[config.mk]
export PLATFORM = sky130hd
export DESIGN_NAME = vram_port_arbiter
export DESIGN_NICKNAME = d
export VERILOG_FILES = /design/src/rtl/vram_port_arbiter.sv
export SDC_FILE = /design/constraint.sdc
export NUM_CORES = 1
export LEC_CHECK = 0
export ABC_AREA = 0
export ABC_CLOCK_PERIOD_IN_PS = 1500
export BUFFER_PORTS_ARGS = -buffer_cell sky130_fd_sc_hd__buf_2
export CORE_UTILIZATION = 41
export DETAILED_ROUTE_END_ITERATION = 6
export PLACE_DENSITY = 0.84
export SLEW_MARGIN = 20
export SYNTH_ARGS = -nofsm -noshare
export SYNTH_HDL_FRONTEND = slang
export SYNTH_SLANG_ARGS = --single-unit
[constraint.sdc]
create_clock -name S_AXI_ACLK -period 1.5 [get_ports S_AXI_ACLK]
set_input_delay 0.15 -clock S_AXI_ACLK [delete_from_list [all_inputs] [get_ports S_AXI_ACLK]]
set_output_delay 0.15 -clock S_AXI_ACLK [all_outputs]
set_load 0.01 [all_outputs]
[src/rtl/vram_port_arbiter.sv]
// Round-robin share of VRAM BRAM port A between host (0) and fill engine (1); grant is registered.
// Read data returns READ_LAT cycles after the grant cycle. Requesters hold req until gnt and are masked for that cycle.
module vram_port_arbiter #(
  parameter int ADDR_W   = 14,
  parameter int DATA_W   = 32,
  parameter int READ_LAT = 2
) (
  input  logic                S_AXI_ACLK,
  input  logic                S_AXI_ARESET,
  input  logic                req0,
  input  logic [DATA_W/8-1:0] we0,
  input  logic [ADDR_W-1:0]   addr0,
  input  logic [DATA_W-1:0]   wdata0,
  output logic                gnt0,
  output logic                rvalid0,
  output logic [DATA_W-1:0]   rdata0,
  input  logic                req1,
  input  logic [DATA_W/8-1:0] we1,
  input  logic [ADDR_W-1:0]   addr1,
  input  logic [DATA_W-1:0]   wdata1,
  output logic                gnt1,
  output logic                rvalid1,
  output logic [DATA_W-1:0]   rdata1,
  output logic                sram_ena,
  output logic [DATA_W/8-1:0] sram_wea,
  output logic [ADDR_W-1:0]   sram_addra,
  output logic [DATA_W-1:0]   sram_dina,
  input  logic [DATA_W-1:0]   sram_douta
);

  logic                elig0, elig1;
  logic                pick0, pick1;
  logic                last;
  logic [READ_LAT-1:0] tag_vld;
  logic [READ_LAT-1:0] tag_own;
  logic                ret0, ret1;

  // last==1 means the engine was granted most recently, so the host wins a tie
  always_comb begin
    elig0 = req0 & ~gnt0;
    elig1 = req1 & ~gnt1;
    pick0 = elig0 & (~elig1 | last);
    pick1 = elig1 & (~elig0 | ~last);
    ret0  = tag_vld[READ_LAT-1] & ~tag_own[READ_LAT-1];
    ret1  = tag_vld[READ_LAT-1] &  tag_own[READ_LAT-1];
  end

  always_ff @(posedge S_AXI_ACLK) begin
    if (S_AXI_ARESET) begin
      gnt0       <= 1'b0;
      gnt1       <= 1'b0;
      last       <= 1'b1;
      sram_ena   <= 1'b0;
      sram_wea   <= '0;
      sram_addra <= '0;
      sram_dina  <= '0;
      tag_vld    <= '0;
      tag_own    <= '0;
      rvalid0    <= 1'b0;
      rvalid1    <= 1'b0;
      rdata0     <= '0;
      rdata1     <= '0;
    end else begin
      gnt0     <= pick0;
      gnt1     <= pick1;
      sram_ena <= pick0 | pick1;
      if (pick0) begin
        sram_wea   <= we0;
        sram_addra <= addr0;
        sram_dina  <= wdata0;
        last       <= 1'b0;
      end else if (pick1) begin
        sram_wea   <= we1;
        sram_addra <= addr1;
        sram_dina  <= wdata1;
        last       <= 1'b1;
      end else begin
        sram_wea   <= '0;
      end

      // Tag stage 0 is live during the grant cycle; the last stage is live when douta is sampled
      for (int i = READ_LAT - 1; i > 0; i--) begin
        tag_vld[i] <= tag_vld[i-1];
        tag_own[i] <= tag_own[i-1];
      end
      tag_vld[0] <= (pick0 & (we0 == '0)) | (pick1 & (we1 == '0));
      tag_own[0] <= pick1;

      rvalid0 <= ret0;
      rvalid1 <= ret1;
      if (ret0) rdata0 <= sram_douta;
      if (ret1) rdata1 <= sram_douta;
    end
  end

endmodule

==> out/results.ini, run 1 <==
[power_and_ir_drop]
leakage_uw=0.00381
power_density_nw_per_um2=1160
peakVddDrop_mv=0.681

[floorplanning]
die-height_um=114
die-width_um=114
die_area_um2=13000
start_util_pct=42.5
row_count=40
io-pin-count=255
core_um2=12100

[critical_path]
cp-end-kind=register
cp_max_fo=24
worstPathArrival_ns=1.82
worstSetupPathType=register to register
cp.required_ns=1.85
reg2reg_depth=4
r2r_setup_slack_ns=0.03
regToRegStartpoint=tag_own[0]
critPathLaunchType=register
reg2reg_to=sram_dina[24]

[routing]
vias=5623
antenna_left=0
drc_errors=0
drtIter0Drc=552
dr.pass1.iters=6
via_per_inst=5.38
drt_wl_total_mm=17.0
avgRoutedWirePerCell_um=16.2

[clocking]
cts_made_buffers=17
numClockSinks=123
cts_htree_levels=4
clk_pin_slew_ns=0.06
cts_root_buf=clkbuf_16
insertion_delay_ns=0.41
clockBufferDepth=2
cts_tree=yes

[timing]
min_period_ns=1.47
rsz0062_at_grt=true
layout_setup_ws_ns=0.0320
worst_pin_slew_ns=0.647
slew_violations=0
skew_ns=0.00913
finalCritPeriodShare_pct=97.9
finalHoldViolCount=0
hold_slack_ns=0.130
slew_headroom_pct=55.8
fmax_mhz=681
setup_violations=0

[final_layout]
fin_cells=1045
antennaDiodeCount=0
final_core_util_pct=65.2
syn2layout_area_growth_pct=53.5
multi_input_area_um2=2350
drive_gt1_share_pct=38.7
fillers=943
nNetsFinal=1000
seqCellArea_um2=2460

[grt]
grt_pass1_wl_mm=26.3
track_usage_pct=25.9
overflow=0
antenna_found_initial=0
grt_pass1_vias=5280
grt_max_degree=100

[synth]
syn_avg_cell_area_um2=8.75
ys_types=24
syn_nets=724
ys_seq_area_share_pct=47.8
synth_cells=588
syn_area_um2=5150
ys_ff_latch=123
yosys_warnings=0

[placement]
place_inst=972
gp_congestion=0.773
dp_worst_setup_slack_ns=-0.138
hpwl_mm=10.2
numPortBuffers=254

[min_path]
whs_path_depth=3
min_from=wdata0[10]
hold_path_class=primary input to register
hold_end=sram_dina[10]

[job]
max_cap_violations=0

[outcome]
run_status=finished clean

[cells by family after synthesis]
logic type | count (synthesis) | share of synthesized area, %
and+or+nand+nor | 191 | 19.6
buffers and inverters | 110 | 9.38
AOI/OAI and AO/OA | 164 | 23.2
DFF | 123 | 47.8
[layout by cell type, fill, tap and decap left out, types with 19 or more instances in the layout]
cell type      netlist  routed
buf_2                8     253
nand2_1            129     129
dfxtp_1            123     123
a21oi_1             65      65
a211o_1             47      47
inv_1               46      46
a2111oi_0           46      45
dlygate4sd3_1        0      40
nor4b_1             46      27
nor4b_2              0      19
[report_power, final]
part / internal [µW] / leakage [µW] / switching, µW
combinational: 555 / 0.00250 / 567
clock: 3010 / 0.000314 / 1520
sequential: 3410 / 0.00100 / 78.9
[per-stage QoR]
step | area (µm²) | setup TNS (ns) | power, µW
after detailed placement | 6700 | -3.52 | 4550
after floorplan | 5150 | 0 | 4050
after CTS | 7770 | 0 | 9170
after global placement | 6700 | -2.09 | 4540
after global routing | 7900 | -0.00688 | 9450
final | 7900 | 0 | 9140
[final cells by class]
type                    instances  area share [%]
multi-input cells             355            29.8
clock buffers                  19            5.61
inverters                      46            2.19
repair buffers                321            25.9
flip-flops and latches        123            31.2
clock inverters                13            2.71
well taps                     168            2.66
[how the worst max path moves through the flow]
stage          slack [ns]        endpoint        from
2_1_floorplan        0.08  sram_addra[10]  tag_own[0]
3_3_place_gp        -0.10     sram_wea[0]        gnt0
3_5_place_dp        -0.14     sram_wea[2]        gnt0
4_1_cts              0.03    sram_dina[3]        gnt0
5_1_grt            -0.006   sram_dina[19]        gnt0
6_report             0.03   sram_dina[24]  tag_own[0]
[routing by layer]
metal	share of wire, %	wire length [µm]	track usage (%)	up-vias
met2	49	8370	44.2	313
met4	2.1	349	10.9	0
met5	0	0	0	-
met1	39	6690	30.0	2630
met3	9.2	1560	8.02	35
li1	-	-	-	2645
[synthesized netlist by cell type]
cell type | n | share of area (%)
a211o_1 | 47 | 8.0
nor2b_1 | 4 | 0.49
a2111oi_0 | 46 | 7.8
nor4_1 | 2 | 0.24
nor3_2 | 1 | 0.19
a211oi_2 | 1 | 0.24
nand2b_1 | 2 | 0.24
buf_1 | 5 | 0.36
a21o_1 | 1 | 0.15
a22o_1 | 4 | 0.68
nor2_1 | 2 | 0.15
buf_2 | 8 | 0.78
nor4b_1 | 46 | 7.8
a21oi_1 | 65 | 6.3
nor3b_2 | 2 | 0.49
inv_1 | 46 | 3.4
buf_6 | 7 | 1.5
clkbuf_1 | 42 | 3.1
nand2b_4 | 1 | 0.27
or4_1 | 1 | 0.15
nand2_1 | 129 | 9.4
buf_4 | 2 | 0.29
and2_1 | 1 | 0.12
dfxtp_1 | 123 | 48
[state kept, by name, summed over array words and instances, names as in the netlist]
name / flops
sram_addra: 14
sram_wea: 4
sram_dina: 32
rdata0: 32
tag_vld: 2
rvalid1: 1
rvalid0: 1
rdata1: 32
gnt0: 1
tag_own: 2
last: 1
sram_ena: 1
[repair_timing]
action,4_1_cts,5_1_grt
pin swaps,0,1
hold buffers,40,0
endpoints found under the setup margin,34,24
buffers inserted,0,1
cloned,0,0
hold endpoints to repair,67,0
resized for setup,3,20
[worst max-delay path, stage by stage, from the launching register on]
cell and delay [ns]:
dfxtp_1 0.32, nand2b_4 0.16, buf_12 0.15, a2111oi_0 0.61, a211o_1 0.18
Note: power is estimated with default switching activity, not from simulation.
==> inputs of run 2 (changes only) <==
Settings changed: CTS_BUF_LIST set to sky130_fd_sc_hd__clkbuf_4, CTS_CLUSTER_DIAMETER set to 150.
==> run 2 against run 1 <==
  * Die area unchanged
  * Power down 19%
  * Cell count barely moved
  * Non-clock buffer count up 1
  * Wire length shrank 2.7%
  * Sequential share of layout area rose by 1.5 points
  * First-iteration DRC count rose by 7.6%
  * Clock skew grew 0.0081 ns
  * Sequential power is essentially flat
  * Largest power group is now registers
==> out/results.ini, run 2 (synthesis results as in run 1) <==
[power_and_ir_drop]
power_density_nw_per_um2=986
peakVddDrop_mv=0.594
leakage_uw=0.00366
p_total_uw=7420

[placement]
numPortBuffers=254
place_area_um2=6700
gp_congestion=0.773
hpwl_mm=10.2

[routing]
via_per_inst=5.33
dr.pass1.iters=5
avgRoutedWirePerCell_um=15.8
antenna_left=0
vias=5579
drc_errors=0
drtIter0Drc=594
drt_wl_total_mm=16.5

[clocking]
cts_made_buffers=17
numClockSinks=123
clk_pin_slew_ns=0.11
clockBufferDepth=2
insertion_delay_ns=0.52
cts_root_buf=clkbuf_4
cts_htree_levels=4
cts_tree=yes

[floorplanning]
start_util_pct=42.5
row_count=40
die_area_um2=13000
io-pin-count=255
die-width_um=114
die-height_um=114
core_um2=12100

[final_layout]
fin_area_um2=7530
mostFrequentLayoutCells=253 x buf_2, 129 x nand2_1, 123 x dfxtp_1
layout_commonest_cell=buf_2
drive_gt1_share_pct=37.2
syn2layout_area_growth_pct=46.3
reg_top3=rdata0: 32 flops, rdata1: 32 flops, sram_dina: 32 flops
antennaDiodeCount=0
fillers=994
nNetsFinal=1001

[critical_path]
regToRegStartpoint=gnt0
worstPathArrival_ns=1.96
crit_slowest_cell=nor4b_1
cp.required_ns=1.97
path_buf_inv=2
startpoint=gnt0
path_cells=buf_4, nand2b_2, buf_12, nor4b_1, a211o_1
cp-end-kind=register
critPathLaunchType=register
worstSetupPathType=register to register
path_delay_family=simple AND/OR/NAND/NOR gates
cp_max_fo=24
slowest_delay_ns=0.36

[timing]
slew_violations=0
finalCritPeriodShare_pct=99.6
setup_violations=0
min_period_ns=1.49
rsz0062_at_grt=true
fmax_mhz=670
finalHoldViolCount=0
worst_pin_slew_ns=0.564
skew_ns=0.0172
slew_headroom_pct=61.4

[grt]
grt_pass1_vias=5157
overflow=0
grt_max_degree=100
antenna_found_initial=0
grt_pass1_wl_mm=25.4
track_usage_pct=24.8

[min_path]
hold_path_class=primary input to register
min_from=wdata0[10]

[job]
max_cap_violations=0

[outcome]
run_status=finished clean

run 2: changes by cell type in the layout (fill, tap and decap cells not counted), sizes merged:
cell | previous run | this run
clkbuf | 19 | 18
clkinv | 4 | 5
dlygate4sd3 | 40 | 41
run 2: power by group:
group | internal [µW] | switching [µW]
clock | 1520 | 1320
combinational | 549 | 554
sequential | 3410 | 78.8
total | 5470 | 1950
run 2: what timing repair did:
item,CTS,global route
gates resized for setup,3,8
gates cloned,0,0
setup buffers,0,1
pin swaps,0,1
endpoints found under the hold margin,69,1
setup endpoints to repair,33,23
hold buffers,40,1
run 2: layer usage:
metal | GRT usage (%) | vias to the layer above | routed length [µm]
met5 | 0 | - | 0
met4 | 9.70 | 0 | 246
met3 | 7.23 | 21 | 1470
met2 | 42.3 | 284 | 8250
met1 | 29.3 | 2629 | 6540
li1 | - | 2645 | -
run 2: worst paths after layout:
kind / endpoint / slack, ns / cells past startpoint
worst min register to register: rdata1[7] / 0.46 / 2
worst min-delay path: sram_dina[10] / 0.02 / 3
worst max-delay path: sram_dina[3] / 0.006 / 5
worst max register to register: sram_dina[3] / 0.006 / 5
run 2: layout make-up:
| class | instances | area (µm²) | area share (%) |
|---|---|---|---|
| clock buffers | 18 | 135 | 1.79 |
| inverters | 46 | 173 | 2.29 |
| multi-input cells | 355 | 2280 | 30.3 |
| clock inverters | 14 | 218 | 2.89 |
| well taps | 168 | 210 | 2.79 |
| flip-flops and latches | 123 | 2460 | 32.7 |
| repair buffers | 322 | 2050 | 27.3 |
run 2: per-stage QoR:
step | instances | setup TNS, ns | utilization, % | hold WS [ns] | setup WS, ns
4_1_cts | 1044 | 0 | 61.7 | 0.00125 | 0.0278
3_5_place_dp | 972 | -3.52 | 55.3 | 0.380 | -0.138
2_1_floorplan | 588 | 0 | - | 0.276 | 0.0767
3_3_place_gp | 972 | -2.09 | 55.3 | 0.380 | -0.101
5_1_grt | 1046 | -0.354 | 62.2 | -0.00914 | -0.0703
6_report | 1046 | 0 | 62.2 | 0.0201 | 0.00642
run 2: worst register-to-register path, stage by stage (launching register included):
cell,delay (ns)
dfxtp_1,0.35
buf_4,0.15
nand2b_2,0.25
buf_12,0.20
nor4b_1,0.37
a211o_1,0.14
==> inputs of run 3 (changes only) <==
Settings changed: CTS_CLUSTER_SIZE set to 10, PLACE_DENSITY 0.84 to 0.73.
==> run 3 against run 2 <==
  * Global-route usage shrank 0.54 points
  * Wire length shrank 1.5%
  * Clock power shrank 7.8%
  * Largest power group unchanged
  * Clock skew shrank 0.0026 ns
  * Sequential power is essentially flat
  * Non-clock buffer count grew 2
  * Core utilization shrank 0.79 points
  * Combinational power is essentially flat
==> out/results.ini, run 3 (synthesis results as in run 1) <==
[outcome]
run_status=finished clean

[placement]
dp_worst_setup_slack_ns=0.0159
gp_congestion=0.781
hpwl_mm=10.8
place_inst=972
numPortBuffers=254

[floorplanning]
die-width_um=114
core_um2=12100
die-height_um=114
start_util_pct=42.5
row_count=40
io-pin-count=255
die_area_um2=13000

[min_path]
hold_path_class=primary input to register
min_from=wdata0[30]

[clocking]
cts_root_buf=clkbuf_4
clk_pin_slew_ns=0.12
clockBufferDepth=2
cts_tree=yes
numClockSinks=123
insertion_delay_ns=0.52
cts_made_buffers=17
cts_htree_levels=4

[critical_path]
reg2reg_to=sram_addra[1]
crit_slowest_cell=dfxtp_2
path_buf_inv=2
worstPathArrival_ns=1.86
worstSetupPathType=register to register
critPathLaunchType=register
cp-end-kind=register
r2r_setup_slack_ns=0.05
path_delay_family=buffers and inverters
slowest_delay_ns=0.35
cp_num_cells=5
reg2reg_depth=5
cp.required_ns=1.91
cp_max_fo=45
regToRegStartpoint=gnt0
startpoint=gnt0
path_cells=nor2b_4, buf_8, nor3b_4, buf_12, a211o_1
crit_end=sram_addra[1]

[routing]
avgRoutedWirePerCell_um=15.5
antenna_left=0
drc_errors=0
vias=5580
dr.pass1.iters=4
drt_wl_total_mm=16.3
drtIter0Drc=397
via_per_inst=5.32

[power_and_ir_drop]
leakage_uw=0.00362
power_density_nw_per_um2=965
peakVddDrop_mv=0.551

[timing]
skew_ns=0.0147
fmax_mhz=690
layout_setup_ws_ns=0.0498
finalCritPeriodShare_pct=96.7
min_period_ns=1.45
finalHoldViolCount=0
hold_slack_ns=0.0557
slew_violations=0
slew_headroom_pct=62.3
setup_violations=0
rsz0062_at_grt=true
worst_pin_slew_ns=0.551

[grt]
grt_pass1_wl_mm=24.8
antenna_found_initial=2
grt_max_degree=65
track_usage_pct=24.3
overflow=0
grt_pass1_vias=5306

[final_layout]
drive_gt1_share_pct=36.4
fin_cells=1049
reg_top3=rdata0: 32 flops, rdata1: 32 flops, sram_dina: 32 flops
syn2layout_area_growth_pct=44.4
layout_commonest_cell=buf_2
mostFrequentLayoutCells=253 x buf_2, 129 x nand2_1, 122 x dfxtp_1
fillers=1050
nNetsFinal=1003

[job]
max_cap_violations=0

==> run 3: cell types whose count changed in the layout (fill, tap and decap cells not counted), moves of 2 or more <==
cell           before  now
dlygate4sd3_1      41   44
buf_12             13    9
a2111oi_0          45   42
buf_4              14   17
nor4b_1            39   46
a2111oi_1           1    4
nor4b_2             7    0
clkinv_2            1    3
==> run 3: repair_timing <==
item	CTS	global route
resized for setup	1	6
endpoints found under the setup margin	1	13
hold buffers	44	0
setup buffers	0	0
endpoints found under the hold margin	73	0
==> run 3: worst min-delay path, cell delays in order <==
cell and delay (ns):
buf_2 0.07, nor4b_1 0.21, a211o_1 0.12
==> run 3: through the flow <==
stage / utilization (%) / TNS (ns) / cell area (µm²) / total power [µW]
6_report: 61.4 / 0 / 7430 / 7170
3_3_place_gp: 54.9 / 0 / 6650 / 4510
5_1_grt: 61.4 / -0.0277 / 7430 / 7490
3_5_place_dp: 54.9 / 0 / 6650 / 4530
2_1_floorplan: - / 0 / 5150 / 4050
4_1_cts: 61.3 / 0 / 7420 / 7240
==> run 3: power by group <==
part,internal (µW),switching [µW]
Sequential,3410,77.7
Clock,1320,1290
Combinational,535,545
==> run 3: per-layer routing <==
metal / vias to the layer above / track usage [%] / share of wire [%]
li1: 2655 / - / -
met3: 36 / 8.40 / 8.8
met1: 2634 / 26.4 / 40
met4: 2 / 11.0 / 2.4
met5: - / 0 / 0.080
met2: 253 / 42.5 / 49
==> run 3: cell type report <==
class,instances,area (µm²),area share [%]
Antenna cell,1,2.50,0.0337
Clock buffer,17,128,1.72
Multi-Input combinational cell,355,2230,30.0
Tap cell,168,210,2.83
Timing Repair Buffer,324,2030,27.3
Inverter,46,173,2.32
Sequential cell,123,2460,33.1
Clock inverter,15,196,2.64
==> run 3: how the worst min path moves through the flow <==
stage,cells after the start,endpoint
CTS,3,sram_dina[22]
detailed placement,2,sram_wea[1]
floorplan,1,sram_wea[0]
global route,3,sram_dina[22]
global placement,2,sram_wea[0]
finish,3,sram_dina[30]
